$ cat config.mk
export PLATFORM = sky130hd
export DESIGN_NAME = info_frame_builder_flat
export DESIGN_NICKNAME = d
export VERILOG_FILES = /design/src/rtl/info_frame_builder_pkg.sv /design/src/rtl/info_frame_builder_if.sv /design/src/rtl/info_frame_builder_checksum_acc.sv /design/src/rtl/info_frame_builder.sv /design/src/flat_wrapper.sv
export SDC_FILE = /design/constraint.sdc
export NUM_CORES = 1
export LEC_CHECK = 0
export CAP_MARGIN = 15
export CELL_PAD_IN_SITES_DETAIL_PLACEMENT = 0
export CELL_PAD_IN_SITES_GLOBAL_PLACEMENT = 1
export CORE_UTILIZATION = 44
export DETAILED_ROUTE_END_ITERATION = 7
export PLACE_DENSITY_LB_ADDON = 0.1
export SLEW_MARGIN = 20
export SYNTH_ARGS = -nofsm -noshare
export SYNTH_HDL_FRONTEND = slang
export SYNTH_HIERARCHICAL = 1
export SYNTH_SLANG_ARGS = --single-unit
$ cat constraint.sdc
create_clock -name clk_pixel -period 4.63 [get_ports clk_pixel]
set_clock_uncertainty 0.05 [all_clocks]
set_input_delay 1.389 -clock clk_pixel [delete_from_list [all_inputs] [get_ports clk_pixel]]
set_output_delay 1.389 -clock clk_pixel [all_outputs]
set_load 0.03 [all_outputs]
$ cat src/rtl/info_frame_builder_pkg.sv
// rtl/info_frame_builder_pkg.sv - shared types and packing helper for the InfoFrame builder
// Purpose: FSM state enum, InfoFrame payload limit, PB array/subpacket types,
//          and the function that packs PB0..PB27 into the four subpackets.
// Ports:   none (package)
package info_frame_builder_pkg;

  localparam int INFO_FRAME_MAX_PB = 27;

  typedef enum logic [1:0] {IDLE, SUM, SWAP} info_frame_state_t;

  // PB0 (checksum) lives in element 0
  typedef logic [INFO_FRAME_MAX_PB:0][7:0] pb_array_t;
  typedef logic [3:0][55:0] sub_t;

  // sub[i] = {PB[7i+6], ..., PB[7i]}
  function automatic sub_t pack_pb(input pb_array_t pb);
    sub_t s;
    for (int i = 0; i < 4; i++) begin
      s[i] = pb[7*i +: 7];
    end
    return s;
  endfunction

endpackage

$ cat src/rtl/info_frame_builder_if.sv
// rtl/info_frame_builder_if.sv - control/config and packet output bundle of the InfoFrame builder
// Purpose: groups shadow-write, header, commit/hold inputs and the packet outputs.
// Ports:   master drives wr_*/hdr_*/commit/hold and reads status/packet;
//          slave (the builder) is the reverse.
interface info_frame_builder_if;
  import info_frame_builder_pkg::*;

  logic        wr_en;
  logic [4:0]  wr_addr;
  logic [7:0]  wr_data;
  logic [6:0]  hdr_type;
  logic [7:0]  hdr_version;
  logic [4:0]  hdr_length;
  logic        commit;
  logic        hold;
  logic        busy;
  logic        valid;
  logic        updated;
  logic        length_error;
  logic [23:0] header;
  sub_t        sub;

  modport master (
    output wr_en, wr_addr, wr_data, hdr_type, hdr_version, hdr_length, commit, hold,
    input  busy, valid, updated, length_error, header, sub
  );

  modport slave (
    input  wr_en, wr_addr, wr_data, hdr_type, hdr_version, hdr_length, commit, hold,
    output busy, valid, updated, length_error, header, sub
  );

endinterface

$ cat src/rtl/info_frame_builder_checksum_acc.sv
// rtl/info_frame_builder_checksum_acc.sv - sequential InfoFrame checksum accumulator
// Purpose: holds the running mod-256 sum and the payload index; one byte per run cycle.
// Ports:   clk, reset; start/init load the header sum and clear idx; run adds
//          data (masked by idx < len) and advances idx; acc, idx, done out.
module info_frame_builder_checksum_acc #(
  parameter int MAX_PAYLOAD = 27
) (
  input  logic       clk,
  input  logic       reset,
  input  logic       start,
  input  logic [7:0] init,
  input  logic       run,
  input  logic [4:0] len,
  input  logic [7:0] data,
  output logic [7:0] acc,
  output logic [4:0] idx,
  output logic       done
);

  // done marks the cycle whose add is the last payload byte
  assign done = (idx == 5'(MAX_PAYLOAD - 1));

  always_ff @(posedge clk) begin
    if (reset) begin
      acc <= '0;
      idx <= '0;
    end else if (start) begin
      acc <= init;
      idx <= '0;
    end else if (run) begin
      if (idx < len) begin
        acc <= acc + data;
      end
      idx <= idx + 5'd1;
    end
  end

endmodule

$ cat src/rtl/info_frame_builder.sv
// rtl/info_frame_builder.sv - runtime-programmable HDMI InfoFrame source with shadow payload
// Purpose: byte-writable shadow payload; commit latches the header, sums the
//          checksum sequentially, then swaps into the active packet when hold is low.
// Ports:   clk_pixel, reset (sync, active high); bus (slave modport): shadow
//          writes, header fields, commit/hold in; busy/valid/updated/length_error,
//          header[23:0], sub[3:0][55:0] out.
module info_frame_builder
  import info_frame_builder_pkg::*;
#(
  parameter int MAX_PAYLOAD   = 27,
  parameter int CLEAR_ON_SWAP = 0
) (
  input logic                 clk_pixel,
  input logic                 reset,
  info_frame_builder_if.slave bus
);

  info_frame_state_t state_q, state_d;

  logic [7:0]  shadow [MAX_PAYLOAD];
  logic [23:0] hdr_q;
  logic [23:0] header_q;
  sub_t        sub_q;
  logic        valid_q, updated_q, lerr_q;

  logic        busy, start, swap, reject, wr_ok, done;
  logic [7:0]  acc, hdr_sum;
  logic [4:0]  idx;
  pb_array_t   pb_next;

  assign busy    = (state_q != IDLE);
  assign wr_ok   = bus.wr_en && !busy && (32'(bus.wr_addr) < MAX_PAYLOAD);
  assign hdr_sum = {1'b1, bus.hdr_type} + bus.hdr_version + {3'b000, bus.hdr_length};

  always_ff @(posedge clk_pixel) begin
    if (reset) begin
      state_q <= IDLE;
    end else begin
      state_q <= state_d;
    end
  end

  always_comb begin
    state_d = state_q;
    start   = 1'b0;
    swap    = 1'b0;
    reject  = 1'b0;
    case (state_q)
      IDLE: begin
        if (bus.commit) begin
          if (32'(bus.hdr_length) > MAX_PAYLOAD) begin
            reject = 1'b1;
          end else begin
            start   = 1'b1;
            state_d = SUM;
          end
        end
      end
      SUM: begin
        if (done) begin
          state_d = SWAP;
        end
      end
      SWAP: begin
        if (!bus.hold) begin
          swap    = 1'b1;
          state_d = IDLE;
        end
      end
      default: state_d = IDLE;
    endcase
  end

  info_frame_builder_checksum_acc #(.MAX_PAYLOAD(MAX_PAYLOAD)) u_acc (
    .clk   (clk_pixel),
    .reset (reset),
    .start (start),
    .init  (hdr_sum),
    .run   (state_q == SUM),
    .len   (hdr_q[20:16]),
    .data  (shadow[idx]),
    .acc   (acc),
    .idx   (idx),
    .done  (done)
  );

  // Writes are blocked while busy, so a clear on swap never races a write
  always_ff @(posedge clk_pixel) begin
    if (reset) begin
      for (int k = 0; k < MAX_PAYLOAD; k++) shadow[k] <= '0;
    end else if (swap && (CLEAR_ON_SWAP != 0)) begin
      for (int k = 0; k < MAX_PAYLOAD; k++) shadow[k] <= '0;
    end else if (wr_ok) begin
      shadow[bus.wr_addr] <= bus.wr_data;
    end
  end

  // Bytes at or beyond the latched length are sent as zero
  always_comb begin
    pb_next    = '0;
    pb_next[0] = (~acc) + 8'd1;
    for (int k = 0; k < MAX_PAYLOAD; k++) begin
      if (k < 32'(hdr_q[20:16])) begin
        pb_next[k+1] = shadow[k];
      end
    end
  end

  always_ff @(posedge clk_pixel) begin
    if (reset) begin
      hdr_q     <= '0;
      header_q  <= '0;
      sub_q     <= '0;
      valid_q   <= 1'b0;
      updated_q <= 1'b0;
      lerr_q    <= 1'b0;
    end else begin
      updated_q <= swap;
      lerr_q    <= reject;
      if (start) begin
        hdr_q <= {3'b000, bus.hdr_length, bus.hdr_version, 1'b1, bus.hdr_type};
      end
      if (swap) begin
        header_q <= hdr_q;
        sub_q    <= pack_pb(pb_next);
        valid_q  <= 1'b1;
      end
    end
  end

  assign bus.busy         = busy;
  assign bus.valid        = valid_q;
  assign bus.updated      = updated_q;
  assign bus.length_error = lerr_q;
  assign bus.header       = header_q;
  assign bus.sub          = sub_q;

endmodule

$ cat src/flat_wrapper.sv
// flat-port wrapper written by rule: the top's interface ports become plain ports
module info_frame_builder_flat import info_frame_builder_pkg::*;
#(
  parameter int MAX_PAYLOAD   = 27,
  parameter int CLEAR_ON_SWAP = 0
)
  (clk_pixel, reset, bus_wr_en, bus_wr_addr, bus_wr_data, bus_hdr_type, bus_hdr_version, bus_hdr_length, bus_commit, bus_hold, bus_busy, bus_valid, bus_updated, bus_length_error, bus_header, bus_sub);
  info_frame_builder_if bus_i ();
  input logic clk_pixel;
  input logic reset;
  input wire logic [$bits(bus_i.wr_en)-1:0] bus_wr_en;
  input wire logic [$bits(bus_i.wr_addr)-1:0] bus_wr_addr;
  input wire logic [$bits(bus_i.wr_data)-1:0] bus_wr_data;
  input wire logic [$bits(bus_i.hdr_type)-1:0] bus_hdr_type;
  input wire logic [$bits(bus_i.hdr_version)-1:0] bus_hdr_version;
  input wire logic [$bits(bus_i.hdr_length)-1:0] bus_hdr_length;
  input wire logic [$bits(bus_i.commit)-1:0] bus_commit;
  input wire logic [$bits(bus_i.hold)-1:0] bus_hold;
  output wire logic [$bits(bus_i.busy)-1:0] bus_busy;
  output wire logic [$bits(bus_i.valid)-1:0] bus_valid;
  output wire logic [$bits(bus_i.updated)-1:0] bus_updated;
  output wire logic [$bits(bus_i.length_error)-1:0] bus_length_error;
  output wire logic [$bits(bus_i.header)-1:0] bus_header;
  output wire logic [$bits(bus_i.sub)-1:0] bus_sub;
  assign bus_i.wr_en = bus_wr_en;
  assign bus_i.wr_addr = bus_wr_addr;
  assign bus_i.wr_data = bus_wr_data;
  assign bus_i.hdr_type = bus_hdr_type;
  assign bus_i.hdr_version = bus_hdr_version;
  assign bus_i.hdr_length = bus_hdr_length;
  assign bus_i.commit = bus_commit;
  assign bus_i.hold = bus_hold;
  assign bus_busy = bus_i.busy;
  assign bus_valid = bus_i.valid;
  assign bus_updated = bus_i.updated;
  assign bus_length_error = bus_i.length_error;
  assign bus_header = bus_i.header;
  assign bus_sub = bus_i.sub;
  info_frame_builder #(.MAX_PAYLOAD(MAX_PAYLOAD), .CLEAR_ON_SWAP(CLEAR_ON_SWAP)) u_core (.clk_pixel(clk_pixel), .reset(reset), .bus(bus_i));
endmodule
# --- Yosys cells after proc, flatten, opt, wreduce, memory -nomap -nowiden ---
# Memory sizes are Yosys's and may differ from the RTL's. A register that Yosys moved wholly into a read port is not among the register bits.
# Index checks and enable logic that the tools add are counted.
totals:
  n_memories: 1
  latchBits: 0
  input_bits: 38
  rom_bits: 0
  register_bits: 284
  ram_bits: 216
mem_list:
  columns: ["memory", "words", "width", "read_ports", "rd_clocked_by_memory_dff", "write_ports", "line", "text"]
  rows:
  - ["u_core.shadow", 27, 8, 28, 1, 27, "info_frame_builder.sv:20", "logic [7:0] shadow [MAX_PAYLOAD];"]
classes:
  bitwise_logic: 3
  div_mod_pow: 0
  n_mux: 51
  n_reduce_logical: 12
  addsub: 5
  n_mul: 0
  n_eq_ne: 7
  n_shift: 0
  order_cmp: 30
ops:
  columns: ["operator", "n"]
  rows:
  - ["$mux 8", 31]
  - ["$lt 5x5->1 const A", 11]
  - ["$lt 4x5->1 const A", 8]
  - ["$lt 3x5->1 const A", 4]
  - ["$add 8x8->8", 2]
  - ["$mux 5", 3]
  - ["$mux 1", 12]
  - ["$lt 1x5->1 const A", 2]
  - ["$lt 2x5->1 const A", 2]
  - ["$add 8x1->8 const B", 1]
  - ["$add 8x5->8", 1]
  - ["$mux 2", 4]
  - ["$not 8->8", 1]
  - ["$reduce_or 8->1", 1]
  - ["$ne 2x2->1 const B", 3]
  - ["$pmux 2 s3", 1]
  - ["$reduce_bool 2->1", 3]
  - ["$add 5x1->5 const B", 1]
  - ["$eq 5x5->1 const B", 1]
  - ["$gt 5x5->1 const B", 1]
  - ["$lt 5x5->1", 1]
  - ["$lt 5x5->1 const B", 1]
  - ["$reduce_and 4->1", 1]
  - ["$reduce_or 3->1", 1]
  - ["9 further kinds", 11]

# --- Depth between registers and ports, before layout ---
depth:
  ltp_word: 9
  ltp_mapped: 14
  mapped_depth_nobuf: 13

# --- By module ---
# The synthesis kept the hierarchy.
by_module_without_submodules:
  columns: ["mod", "n_inst", "area_each_um2", "seq_area_each_um2", "cells_each"]
  rows:
  - ["info_frame_builder", 1, 21037.7, 13112.6, 1748]
  - ["info_frame_builder_checksum_acc", 1, 1042.2, 260.2, 127]

# --- Worst setup path after synthesis ---
# OpenSTA, ideal clock, no wires.
synth_path:
  path_type: "input port to flip-flop"
  startpoint: "input port bus_hdr_type[1]"
  endpoint: "register u_core.u_acc.acc[7]"
  path_slack_ns: 0.968
  arrival_time_ns: 3.484
  setup_ns: 0.127
  n_path_buf: 0
  t_required_ns: 4.453
  cell_stages: 11
  cell_sequence: "fa_1 -> ha_1 -> inv_1 -> fa_1 -> nor2b_1 -> o21ai_0 -> a21oi_1 -> o211ai_1 -> nand3_1 -> o21ai_0 -> or3b_1"
synth_via:
  elab_chain_len: 3
synth_lines:
  columns: ["element", "line", "text"]
  rows:
  - ["from (decl)", "flat_wrapper.sv:14", "input wire logic [$bits(bus_i.hdr_type)-1:0] bus_hdr_type;"]
  - ["$add 8x8->8", "info_frame_builder.sv:33", "assign hdr_sum = {1'b1, bus.hdr_type} + bus.hdr_version + {3'b000, bus.hdr_length};"]
  - ["$add 8x5->8", "info_frame_builder.sv:33", null]
  - ["named net u_core.hdr_sum[7]", "info_frame_builder.sv:27", "logic [7:0] acc, hdr_sum;"]
  - ["$mux 8", "info_frame_builder_checksum_acc.sv:27", "end else if (start) begin"]
  - ["to (signal assigned)", "info_frame_builder_checksum_acc.sv:28", "acc <= init;"]
  - ["to (signal assigned)", "info_frame_builder_checksum_acc.sv:32", "acc <= acc + data;"]
  - ["to (decl)", "info_frame_builder_checksum_acc.sv:15", "output logic [7:0] acc,"]
# The timed path passes the listed nets, and every way through them passes these cells.
# A chain may end at the register's enable or synchronous reset.

# --- Worst setup path in the final report ---
layout_path:
  startpoint: "register u_core.u_acc.idx[2]"
  endpoint: "register u_core.u_acc.acc[7]"
layout_via:
  elab_chain_len: 3
layout_lines:
  columns: ["element", "line", "text"]
  rows:
  - ["from (decl)", "info_frame_builder_checksum_acc.sv:16", "output logic [4:0] idx,"]
  - ["from (signal assigned)", "info_frame_builder_checksum_acc.sv:34", "idx <= idx + 5'd1;"]
  - ["$lt 5x5->1", "info_frame_builder_checksum_acc.sv:31", "if (idx < len) begin"]
  - ["$reduce_bool 2->1 (no line)", null, null]
  - ["$reduce_and 2->1 (no line)", null, null]
# Every way passes these cells.

==> metrics.cfg <==
[placement]
dp_cells = 2798
place_hpwl_mm = 47.9
io_buffers = 286
gp_congestion = 0.885
place_area_um2 = 25900

[logic_synthesis]
synth_common_cells = dfxtp_1 (284), edfxtp_1 (256), nor2_1 (226)
synth-main-ff-cell = dfxtp_1
yosys.cell_count.top_type = dfxtp_1
ys_ff_latch = 540
netlist_area_um2 = 22100
yosys.cell_types.count = 65
ys_seq_area_share_pct = 60.6
ys_async_sr_fraction_pct = 0
ys_warn_count = 6
syn_avg_cell_area_um2 = 11.8
synth_top_cell_area_share_pct = 34.8
synth_edf_count = 256
synth_area_leaders = edfxtp_1 (35%), dfxtp_1 (26%), mux4_2 (6.5%), a22oi_1 (6.3%), and2_1 (6.1%)
synth_largest_area_cell = edfxtp_1
syn-instance-count = 1875

[clocking]
cts_root_buf = clkbuf_16
clk_path_buf_depth = 3
cts_num_sinks = 540
clkTransAtPathRegs_ns = 0.06
clk-insertion-delay-late_ns = 0.61
cts_setup_buffers = 0
cts.htree.levels = 2
cts_tree = built
cts_hold_buf = 0
post_cts_resized = 0
cts-buffers-inserted = 57

[layout]
area_growth_pct = 25.8
fin_area_um2 = 27800
fillers = 4192
finalCoreUtilization_pct = 56.4
nets = 2260
fin_cells = 2905
final_layout_size_suffix_gt1_share_pct = 11.4
n_antenna_cell = 0

[worst_setup_path]
cp-start-kind = register
end_kind = register
crit_type = reg -> reg
crit_required_ns = 5.07
path_max_fanout = 25
worstPathArrival_ns = 4.26

[sta]
finalSetupTns_ns = 0
finalCritPeriodShare_pct = 82.7
period_minus_slack_ns = 3.83
fmax_mhz = 261
tightest_slew_ns = 1.07
finalMaxSlewViolations = 0
rsz0062_at_grt = no
setup_viol_count_final = 0
slew_headroom_pct = 27.8
hold_violations = 0

[worst_hold_path]
min_path_type = reg -> reg

[global_routing]
grt_max_degree = 181
track_usage_pct = 26.6
grt_pass1_wl_mm = 99.7
antenna_found_initial = 0
grt_pass1_vias = 15800
grt-ovfl-total = 0

[routing]
drt_iter0_markers = 1303
wl_per_cell_um = 23.3
vias_per_cell = 5.57
ant_nets = 0
routed_wl_mm = 67.8
drcViolationCount = 0
vias = 16200
dr.pass1.iters = 5

[power_and_ir_drop]
p_leak_nw = 9.87
ir_worst_vdd_mv = 0.260
power_density_nw_per_um2 = 379
total_power_mw = 10.5

[floorplanning]
die_h_um = 226
initial_core_util_pct = 44.8
die_w_um = 226
io_pins = 290
core_region_area_um2 = 49300
dieArea_um2 = 51100
fp-row-count = 81

[outcome]
status = complete, no violations

[job]
maxCapViolations = 0

layer usage:
metal	wire (um)	vias up	GRT usage, %
met3	4750	107	4.75
met5	0	-	0
met4	1810	0	8.15
met1	29600	8052	36.9
li1	-	7424	-
met2	31700	602	42.3
placed cells by master, fill, tap and decap left out, drive strengths merged, types with 6 or more instances in the layout:
master         instances
dfxtp                284
clkdlybuf4s50        277
edfxtp               256
nor2                 226
and2                 216
a22oi                184
nand2                125
a21oi                 93
clkbuf                79
mux4                  64
buf                   57
conb                  43
inv                   37
o22ai                 32
nand3                 27
or2                   27
ha                    22
nor3                  21
clkinv                21
a22o                  16
o21ai                 11
nor4                  10
nand3b                 8
nand2b                 8
fa                     7
or3b                   7
nor2b                  6
xor2                   6
report_power, final:
| group | switching [mW] | total (mW) | internal (mW) |
|---|---|---|---|
| Clock | 1.87 | 4.60 | 2.73 |
| Combinational | 0.420 | 0.674 | 0.254 |
| Sequential | 0.116 | 5.25 | 5.13 |
state kept, by name, summed over array words and instances, names as in the netlist, 2 cells and up:
signal / flops
u_core/u_acc/idx: 5
u_core/bus.header: 21
u_core/state_q: 2
u_core/u_acc/acc: 8
u_core/shadow: 256
u_core/bus.sub: 224
u_core/hdr_q: 21
worst max-delay path: stages, from the launching register on:
cell and delay, ns:
dfxtp_2 0.62, buf_12 0.28, mux4_2 0.27, o22ai_1 0.20
nor4_1 0.61, ha_1 0.40, a21o_1 0.21, a2111oi_0 0.40
mux2_1 0.23, nor3_1 0.06, or3b_1 0.36
area by class of cell:
type / count / area, um2 / share of cell area (%)
repair buffers: 335 / 3270 / 11.8
multi-input cells: 1224 / 8260 / 29.8
clock inverters: 29 / 268 / 0.964
clock buffers: 78 / 1630 / 5.87
well taps: 664 / 831 / 2.99
inverters: 35 / 131 / 0.473
flip-flops and latches: 540 / 13400 / 48.2
path summary, 6_finish.rpt:
kind | to | cells past startpoint | slack, ns | start
max | u_core/u_acc/acc[7] | 10 | 0.80 | u_core/u_acc/idx[2]
min reg2reg | u_core/bus.header[4] | 2 | 0.40 | u_core/hdr_q[4]
min | u_core/bus.header[4] | 2 | 0.40 | u_core/hdr_q[4]
max reg2reg | u_core/u_acc/acc[7] | 10 | 0.80 | u_core/u_acc/idx[2]
cells by family after synthesis:
| family | synth area share [%] |
|---|---|
| compound gates | 11.7 |
| xor+xnor | 0.436 |
| fa+ha+maj | 1.88 |
| buf+inv | 2.76 |
| flops | 60.6 |
| mux | 6.58 |
| other cells | 0.0170 |
| simple gates | 16.1 |
metrics by stage:
step | hold WS (ns) | setup WS [ns]
floorplan | 0.382 | 0.968
global placement | 0.387 | 0.264
detailed placement | 0.396 | 0.281
CTS | 0.405 | 0.838
global route | 0.418 | 0.646
finish | 0.402 | 0.802
Note: power is estimated with default switching activity, not from simulation.
